[src/rtl/gpu_pkg.sv]
//------------------------------------------------------------------------------
// gpu_pkg: sprite instruction encoding and sprite attribute layout.
// Revision: 1.0
//------------------------------------------------------------------------------
`default_nettype none

package gpu_pkg;

  localparam int INSTR_W   = 35;
  localparam int CODE_LSB  = 31;
  localparam int CODE_W    = 4;
  localparam int INDEX_LSB = 23;
  localparam int INDEX_W   = 8;
  localparam int DATA_LSB  = 0;
  localparam int DATA_W    = 23;

  localparam logic [CODE_W-1:0] OP_NOP    = 4'd0;
  localparam logic [CODE_W-1:0] OP_SPRITE = 4'd1;
  localparam logic [CODE_W-1:0] OP_X      = 4'd2;
  localparam logic [CODE_W-1:0] OP_Y      = 4'd3;
  localparam logic [CODE_W-1:0] OP_HEIGHT = 4'd4;
  localparam logic [CODE_W-1:0] OP_WIDTH  = 4'd5;
  localparam logic [CODE_W-1:0] OP_COMMIT = 4'd6;
  localparam logic [CODE_W-1:0] OP_CLEAR  = 4'd7;

  localparam int SPRITE_W   = 8;
  localparam int POS_W      = 10;
  localparam int SIZE_W     = 8;
  localparam int ATTR_W     = SPRITE_W + 2 * POS_W + 2 * SIZE_W;
  localparam int NUM_FIELDS = 5;

  // Bit positions inside a per-field write-enable vector.
  localparam int FLD_WIDTH  = 0;
  localparam int FLD_HEIGHT = 1;
  localparam int FLD_Y      = 2;
  localparam int FLD_X      = 3;
  localparam int FLD_SPRITE = 4;

  typedef struct packed {
    logic [SPRITE_W-1:0] sprite;
    logic [POS_W-1:0]    x;
    logic [POS_W-1:0]    y;
    logic [SIZE_W-1:0]   height;
    logic [SIZE_W-1:0]   width;
  } sprite_attr_t;

  function automatic logic [ATTR_W-1:0] field_mask(input logic [NUM_FIELDS-1:0] en);
    sprite_attr_t m;
    m.sprite = {SPRITE_W{en[FLD_SPRITE]}};
    m.x      = {POS_W{en[FLD_X]}};
    m.y      = {POS_W{en[FLD_Y]}};
    m.height = {SIZE_W{en[FLD_HEIGHT]}};
    m.width  = {SIZE_W{en[FLD_WIDTH]}};
    return m;
  endfunction

endpackage

`default_nettype wire

[src/rtl/sprite_attr_bank.sv]
//------------------------------------------------------------------------------
// sprite_attr_bank: sprite attribute table with per-field writes and bulk load.
// Revision: 1.0
//------------------------------------------------------------------------------
`default_nettype none

module sprite_attr_bank
  import gpu_pkg::*;
#(
  parameter int NUM_SPRITES = 16,
  localparam int IDX_W = $clog2(NUM_SPRITES)
) (
  input  logic                          clk_i,
  input  logic                          rst_i,
  input  logic [NUM_FIELDS-1:0]         wr_en_i,
  input  logic [IDX_W-1:0]              wr_idx_i,
  input  logic [ATTR_W-1:0]             wr_data_i,
  input  logic                          load_i,
  input  logic [NUM_SPRITES*ATTR_W-1:0] load_data_i,
  output logic [NUM_SPRITES*ATTR_W-1:0] table_o
);

  logic [ATTR_W-1:0] mask_w;
  assign mask_w = field_mask(wr_en_i);

  generate
    for (genvar i = 0; i < NUM_SPRITES; i++) begin : g_entry
      logic [ATTR_W-1:0] entry_q;

      // Bulk load wins over a field write; the two are never driven together.
      always_ff @(posedge clk_i) begin
        if (rst_i) begin
          entry_q <= '0;
        end else if (load_i) begin
          entry_q <= load_data_i[i*ATTR_W +: ATTR_W];
        end else if (wr_idx_i == IDX_W'(i)) begin
          entry_q <= (entry_q & ~mask_w) | (wr_data_i & mask_w);
        end
      end

      assign table_o[i*ATTR_W +: ATTR_W] = entry_q;
    end
  endgenerate

endmodule

`default_nettype wire

[src/rtl/sprite_instruction_decoder.sv]
//------------------------------------------------------------------------------
// sprite_instruction_decoder: decodes sprite instructions into a shadow table
// and copies it to the active table at the frame boundary after a COMMIT.
// Revision: 1.0
//------------------------------------------------------------------------------
`default_nettype none

module sprite_instruction_decoder
  import gpu_pkg::*;
#(
  parameter int NUM_SPRITES = 16,
  localparam int IDX_W = $clog2(NUM_SPRITES)
) (
  input  logic               Clk,
  input  logic               Reset,
  input  logic [INSTR_W-1:0] Instruction,
  input  logic               FrameStart,
  input  logic [IDX_W-1:0]   ReadIndex,
  output logic [7:0]         ReadSprite,
  output logic [9:0]         ReadX,
  output logic [9:0]         ReadY,
  output logic [7:0]         ReadHeight,
  output logic [7:0]         ReadWidth,
  output logic               CommitPending,
  output logic [7:0]         ErrorCount
);

  localparam logic [0:0] ST_IDLE    = 1'b0;
  localparam logic [0:0] ST_PENDING = 1'b1;

  logic [CODE_W-1:0]  code_w;
  logic [INDEX_W-1:0] index_w;
  logic [DATA_W-1:0]  data_w;
  logic               in_range_w;
  logic               unused_data_w;

  assign code_w        = Instruction[CODE_LSB +: CODE_W];
  assign index_w       = Instruction[INDEX_LSB +: INDEX_W];
  assign data_w        = Instruction[DATA_LSB +: DATA_W];
  assign in_range_w    = 32'(index_w) < NUM_SPRITES;
  assign unused_data_w = ^data_w[DATA_W-1:POS_W];

  logic [NUM_FIELDS-1:0] wr_en_w;
  sprite_attr_t          wr_data_w;
  logic                  bad_w;
  logic                  commit_w;

  always_comb begin
    wr_en_w          = '0;
    bad_w            = 1'b0;
    commit_w         = 1'b0;
    wr_data_w.sprite = data_w[SPRITE_W-1:0];
    wr_data_w.x      = data_w[POS_W-1:0];
    wr_data_w.y      = data_w[POS_W-1:0];
    wr_data_w.height = data_w[SIZE_W-1:0];
    wr_data_w.width  = data_w[SIZE_W-1:0];
    case (code_w)
      OP_NOP:    ;
      OP_SPRITE: wr_en_w[FLD_SPRITE] = 1'b1;
      OP_X:      wr_en_w[FLD_X]      = 1'b1;
      OP_Y:      wr_en_w[FLD_Y]      = 1'b1;
      OP_HEIGHT: wr_en_w[FLD_HEIGHT] = 1'b1;
      OP_WIDTH:  wr_en_w[FLD_WIDTH]  = 1'b1;
      OP_COMMIT: commit_w            = 1'b1;
      OP_CLEAR: begin
        wr_en_w   = '1;
        wr_data_w = '0;
      end
      default:   bad_w = 1'b1;
    endcase
    if ((wr_en_w != '0) && !in_range_w) begin
      wr_en_w = '0;
      bad_w   = 1'b1;
    end
  end

  logic [0:0] state_q, state_d;
  logic       copy_w;
  logic [7:0] err_q, err_d;

  assign copy_w = (state_q == ST_PENDING) && FrameStart;

  // A COMMIT arriving with the copying FrameStart is absorbed by that copy.
  always_comb begin
    state_d = state_q;
    case (state_q)
      ST_IDLE:    if (commit_w)   state_d = ST_PENDING;
      ST_PENDING: if (FrameStart) state_d = ST_IDLE;
      default:    state_d = ST_IDLE;
    endcase
  end

  assign err_d = (bad_w && (err_q != 8'hFF)) ? err_q + 8'd1 : err_q;

  logic [NUM_SPRITES*ATTR_W-1:0] shadow_tbl_w;
  logic [NUM_SPRITES*ATTR_W-1:0] active_tbl_w;

  sprite_attr_bank #(.NUM_SPRITES(NUM_SPRITES)) u_shadow (
    .clk_i       (Clk),
    .rst_i       (Reset),
    .wr_en_i     (wr_en_w),
    .wr_idx_i    (index_w[IDX_W-1:0]),
    .wr_data_i   (wr_data_w),
    .load_i      (1'b0),
    .load_data_i ('0),
    .table_o     (shadow_tbl_w)
  );

  sprite_attr_bank #(.NUM_SPRITES(NUM_SPRITES)) u_active (
    .clk_i       (Clk),
    .rst_i       (Reset),
    .wr_en_i     ('0),
    .wr_idx_i    ('0),
    .wr_data_i   ('0),
    .load_i      (copy_w),
    .load_data_i (shadow_tbl_w),
    .table_o     (active_tbl_w)
  );

  sprite_attr_t rd_d, rd_q;

  always_comb begin
    rd_d = '0;
    for (int i = 0; i < NUM_SPRITES; i++) begin
      if (ReadIndex == IDX_W'(i)) rd_d = active_tbl_w[i*ATTR_W +: ATTR_W];
    end
  end

  always_ff @(posedge Clk) begin
    if (Reset) begin
      state_q <= ST_IDLE;
      err_q   <= '0;
      rd_q    <= '0;
    end else begin
      state_q <= state_d;
      err_q   <= err_d;
      rd_q    <= rd_d;
    end
  end

  assign ReadSprite    = rd_q.sprite;
  assign ReadX         = rd_q.x;
  assign ReadY         = rd_q.y;
  assign ReadHeight    = rd_q.height;
  assign ReadWidth     = rd_q.width;
  assign CommitPending = (state_q == ST_PENDING);
  assign ErrorCount    = err_q;

endmodule

`default_nettype wire

[config.mk]
export PLATFORM = sky130hd
export DESIGN_NAME = sprite_instruction_decoder
export DESIGN_NICKNAME = d
export VERILOG_FILES = /design/src/rtl/gpu_pkg.sv /design/src/rtl/sprite_attr_bank.sv /design/src/rtl/sprite_instruction_decoder.sv
export SDC_FILE = /design/constraint.sdc
export NUM_CORES = 2
export LEC_CHECK = 0
export CAP_MARGIN = 10
export CORE_AREA = 2 2 414 416
export DETAILED_ROUTE_END_ITERATION = 10
export DIE_AREA = 0 0 416 418
export PLACE_DENSITY_LB_ADDON = 0.3
export SYNTH_ARGS = -nofsm -noshare
export SYNTH_HDL_FRONTEND = slang
export SYNTH_HIERARCHICAL = 1
export SYNTH_SLANG_ARGS = --single-unit
[constraint.sdc]
create_clock -name Clk -period 4.6 [get_ports Clk]
set_clock_uncertainty 0.05 [all_clocks]
set_input_delay 0.92 -clock Clk [delete_from_list [all_inputs] [get_ports Clk]]
set_output_delay 0.92 -clock Clk [all_outputs]
set_load 0.05 [all_outputs]
Word level (Yosys, flattened, before mapping) --
Cells that the tools add are included.
Storage, ports and cells: input bits 42, register bits 1461, output and inout port bits 53, word-level logic and storage cells 157
Operators by class: bitwise gates (word level) 35, $add $sub $neg 1, order comparisons 1, mux-type cells 29, eq/ne operators 38, reductions and logical operators 14
Operator list (number):
- 44-bit bitwise AND | 17
- 44-bit two-way mux | 17
- 44-bit OR | 16
- 4-bit equality test (second input constant) | 16
- 4-bit by 3-bit equality test with 1-bit output (second input constant) | 12
- 44-bit NOT | 1
- 4-bit by 2-bit equality test with 1-bit output (second input constant) | 6
- 4-bit by 1-bit equality test with 1-bit output (second input constant) | 3
- 4-bit logical NOT | 3
- 1-bit two-way mux | 10
- 2-bit OR reduction | 5
- 8-bit by 1-bit adder with 8-bit output (second input constant) | 1
- 8-bit by 5-bit < comparator with 1-bit output (second input constant) | 1
- 8-bit != test (second input constant) | 1
- 8-bit OR reduction | 1
- 5-bit two-way mux | 1
- 5-bit nonzero test | 1
- 1-bit logical AND | 3
- 1-bit one-hot mux with 2 select lines | 1
- 1-bit logical NOT | 1
- 1-bit NOT | 1

Longest topological paths before layout --
depth in word-level cells 17, mapped depth 10, mapped depth without buffers 7

Modules after synthesis --
Netlist, hierarchy kept.
By module, submodules not included:
- sprite_attr_bank | cells each 3503, area an instance 32012.0 um2, instances 2
- sprite_instruction_decoder | cells each 1188, area an instance 8552.0 um2, instances 1

Least setup slack after synthesis --
OpenSTA, ideal clock, no wires.
path kind input-to-reg, start input port Instruction[29], end register with a tool-made name, path slack 1.525 ns, buffers on the path 2, stages 9, library setup time 0.134 ns, data required time 4.416 ns, arrival time 2.891 ns, cell sequence or4_1 > nor2_1 > nand2_1 > nor2_1 > nor2b_1 > buf_2 > clkbuf_1 > a21o_1 > a211oi_1
RTL lines:
- start: declaration | RTL line sprite_instruction_decoder.sv:16 | input logic [INSTR_W-1:0] Instruction,

Final worst setup path --
start input port ReadIndex[0], end register rd_q, in the netlist ReadY[9]
On the way: word-level cells in the longest chain between the ends 17, elaborated cells between the ends (all ways) 32
Ends and longest elaborated chain:
- start: declaration | RTL line sprite_instruction_decoder.sv:18 | input logic [IDX_W-1:0] ReadIndex,
- 4-bit logical NOT | RTL line sprite_instruction_decoder.sv:125 | if (ReadIndex == IDX_W'(i)) rd_d = active_tbl_w[i*ATTR_W +: ATTR_W];
- 44-bit two-way mux (15 in series) | RTL line sprite_instruction_decoder.sv:125
- 44-bit two-way mux * | RTL line sprite_instruction_decoder.sv:125
- end signal: assignment | RTL line sprite_instruction_decoder.sv:137 | rd_q <= rd_d;
- end: declaration | RTL line sprite_instruction_decoder.sv:120 | sprite_attr_t rd_d, rd_q;
Mark *: on every way between the ends. The rest lies on a longest branch, timed or not. A chain may end at the register's enable or synchronous reset.

==> qor.yml <==
logic_synthesis:
  synth_cell_types: 78
  synth_edf_count: 0
  async_flop_share_pct: 0
  ys.flop_type: "dfxtp_1"
  yosysSeqAreaShare_pct: 40.3
  syn_area_per_cell_um2: 8.86
  synth_area_um2: 72600
  yosys_warnings: 6
  synthCells: 8194
  synth_seq_cells: 1461
global_route:
  first_global_vias: 66300
  grt_max_degree: 1523
  grt_pass1_wl_mm: 431
  grt-ovfl-total: 0
  track_usage_pct: 31.8
  antenna_found_initial: 9
setup_path:
  crit_required_ns: 5.31
  critPathLaunchType: "input port"
  end_kind: "flip-flop"
  arrival_ns: 3.97
  path_class: "in -> reg"
  path_max_fanout: 49
  cp-startpoint: "ReadIndex[0]"
  worst_r2r_path_depth: 5
  r2r-start: "CommitPending$_SDFF_PP0_"
  rrSetupSlack_ns: 2.25
clock_network:
  ctsResizeCount: 0
  root_buffer: "clkbuf_16"
  htreeDepth: 4
  post-cts-setup-buffer-count: 0
  tritoncts: "yes"
  clock_latency_ns: 0.84
  clkSlewWorstSetupHoldPaths_ns: 0.06
  numCtsBuffers: 164
  cts_sinks: 1461
  hold_buffers: 0
  cts_buffer_depth: 3
flow_run:
  maxCapViolations: 0
detailed_routing:
  vias: 71600
  ant_nets: 0
  via_per_inst: 6.71
  wire_per_inst_um: 27.3
  routed_wl_mm: 291
  drt-initial-drc-count: 10600
  firstDrtPassIters: 8
  route.detailed.drc: 0
power_and_ir_drop:
  leakagePower_nw: 27.9
  power_mw: 31.2
  p_per_area_nw_per_um2: 382
  irDropWorstVdd_uv: 969
layout:
  nFillCells: 15900
  final_common_cell: "a211oi_1"
  layout_common_cells: "2836 x a211oi_1, 1549 x a21oi_1, 1461 x dfxtp_1"
  nets: 8347
  final_util_pct: 48.3
  syn_to_final_growth_pct: 12.4
  drive_gt1_share_pct: 7.24
timing:
  timing.final.max_slew_violations: 1382
  tightest_slew_ns: 6.66
  period_share_pct: 70.8
  relSlewSlack_pct: -344
  fin_setup_tns_ns: 0
  rsz0062_at_grt: "false"
  period_minus_slack_ns: 3.25
  hold_slack_ns: 0.444
  clock.fmax_mhz: 307
  fin_ws_ns: 1.35
  hold_viol_final: 0
  setup_viol: 0
floorplan:
  die_area_um2: 174000
  die_w_um: 416
  rows: 151
  die_y_um: 418
  io_pins: 95
  initial_core_util_pct: 42.9
  core_area_um2: 169000
worst_hold_path:
  hp-class: "reg -> reg"
  whs_endpoint: "ReadY[0]$_SDFF_PP0_"
  whs_path_depth: 2
run_status:
  status: "complete, but fails checks"
  violations: "max-slew violations"
placed_design:
  gp_congestion: 0.895
  preCtsSetupSlack_ns: 0.627
  dp_hpwl_mm: 168
  io_buffers: 81
==> kinds of logic (layout without fill, tap and decap cells) <==
group | count (synthesis) | count (layout) | synth area share [%]
flip-flops | 1461 | 1461 | 40.3
buffers and inverters | 1229 | 676 | 8.33
XOR/XNOR | 5 | 5 | 0.0604
adder cells (fa/ha/maj) | 1 | 1 | 0.0172
AND/OR/NAND/NOR | 425 | 425 | 3.58
other | 1 | 812 | 0.00517
AO/OA/AOI/OAI | 4954 | 4954 | 46.0
multiplexers | 118 | 118 | 1.74
==> worst max-delay path by stage <==
| stage | end | cells past startpoint |
|---|---|---|
| after floorplan | flip-flop | 9 |
| after global placement | ReadX[5]$_SDFF_PP0_ | 7 |
| after detailed placement | flip-flop | 9 |
| after CTS | ReadY[0] | 1 |
| after global routing | flip-flop | 9 |
| final | ReadY[9]$_SDFF_PP0_ | 9 |
==> synthesized netlist by cell type, drive strengths merged, types with 16 or more instances <==
| cell | instances | area [um^2] |
|---|---|---|
| a211o | 16 | 140 |
| a211oi | 2838 | 21300 |
| a21o | 178 | 1340 |
| a21oi | 1549 | 7750 |
| a221oi | 27 | 236 |
| a22oi | 49 | 368 |
| and2 | 26 | 163 |
| and3b | 95 | 832 |
| buf | 837 | 4570 |
| clkbuf | 384 | 1450 |
| dfxtp | 1461 | 29200 |
| mux2 | 44 | 495 |
| mux2i | 72 | 721 |
| nand2 | 78 | 293 |
| nand3 | 16 | 80.1 |
| nor2 | 104 | 400 |
| nor2b | 47 | 294 |
| o211ai | 27 | 203 |
| o21ai | 59 | 299 |
| o21bai | 19 | 146 |
| o221ai | 58 | 508 |
| o22ai | 48 | 300 |
==> metal layers <==
metal | vias up | track usage, % | wire length [um]
li1 | 31900 | - | -
met1 | 34800 | 42.9 | 119000
met2 | 4093 | 46.7 | 122000
met3 | 840 | 6.73 | 30800
met4 | 4 | 18.9 | 19100
met5 | - | 0 | 26
==> report_power, final <==
part,internal (mW),leakage [nW],switching [mW]
sequential,13.3,12.0,0.390
clock,7.74,2.68,5.76
combinational,1.32,13.3,2.67
total,22.4,27.9,8.81
==> worst max-delay path, stage by stage <==
cell	delay, ns
buf_8	0.22
buf_4	0.37
nor4b_4	0.97
buf_4	0.45
nand2_1	0.09
a31oi_1	0.30
nor2_1	0.07
a21oi_1	0.24
buf_4	0.22
==> stage by stage <==
step | area, um^2 | cells
2_1_floorplan | 75600 | 8992
3_3_place_gp | 76100 | 10400
3_5_place_dp | 76100 | 10400
4_1_cts | 81600 | 10700
5_1_grt | 81600 | 10700
6_report | 81600 | 10700
==> area by class of cell <==
cell class | count | area, um^2 | area share (%)
antenna | 13 | 32.5 | 0.0399
timing repair buffer | 367 | 3700 | 4.54
clock inverter | 52 | 627 | 0.768
tap | 2218 | 2780 | 3.40
sequential | 1461 | 29200 | 35.8
inverter | 8 | 30.0 | 0.0368
clock buffer | 249 | 4830 | 5.92
multi-input combinational | 6302 | 40400 | 49.5
No activity file was read; power rests on OpenSTA's default activity.
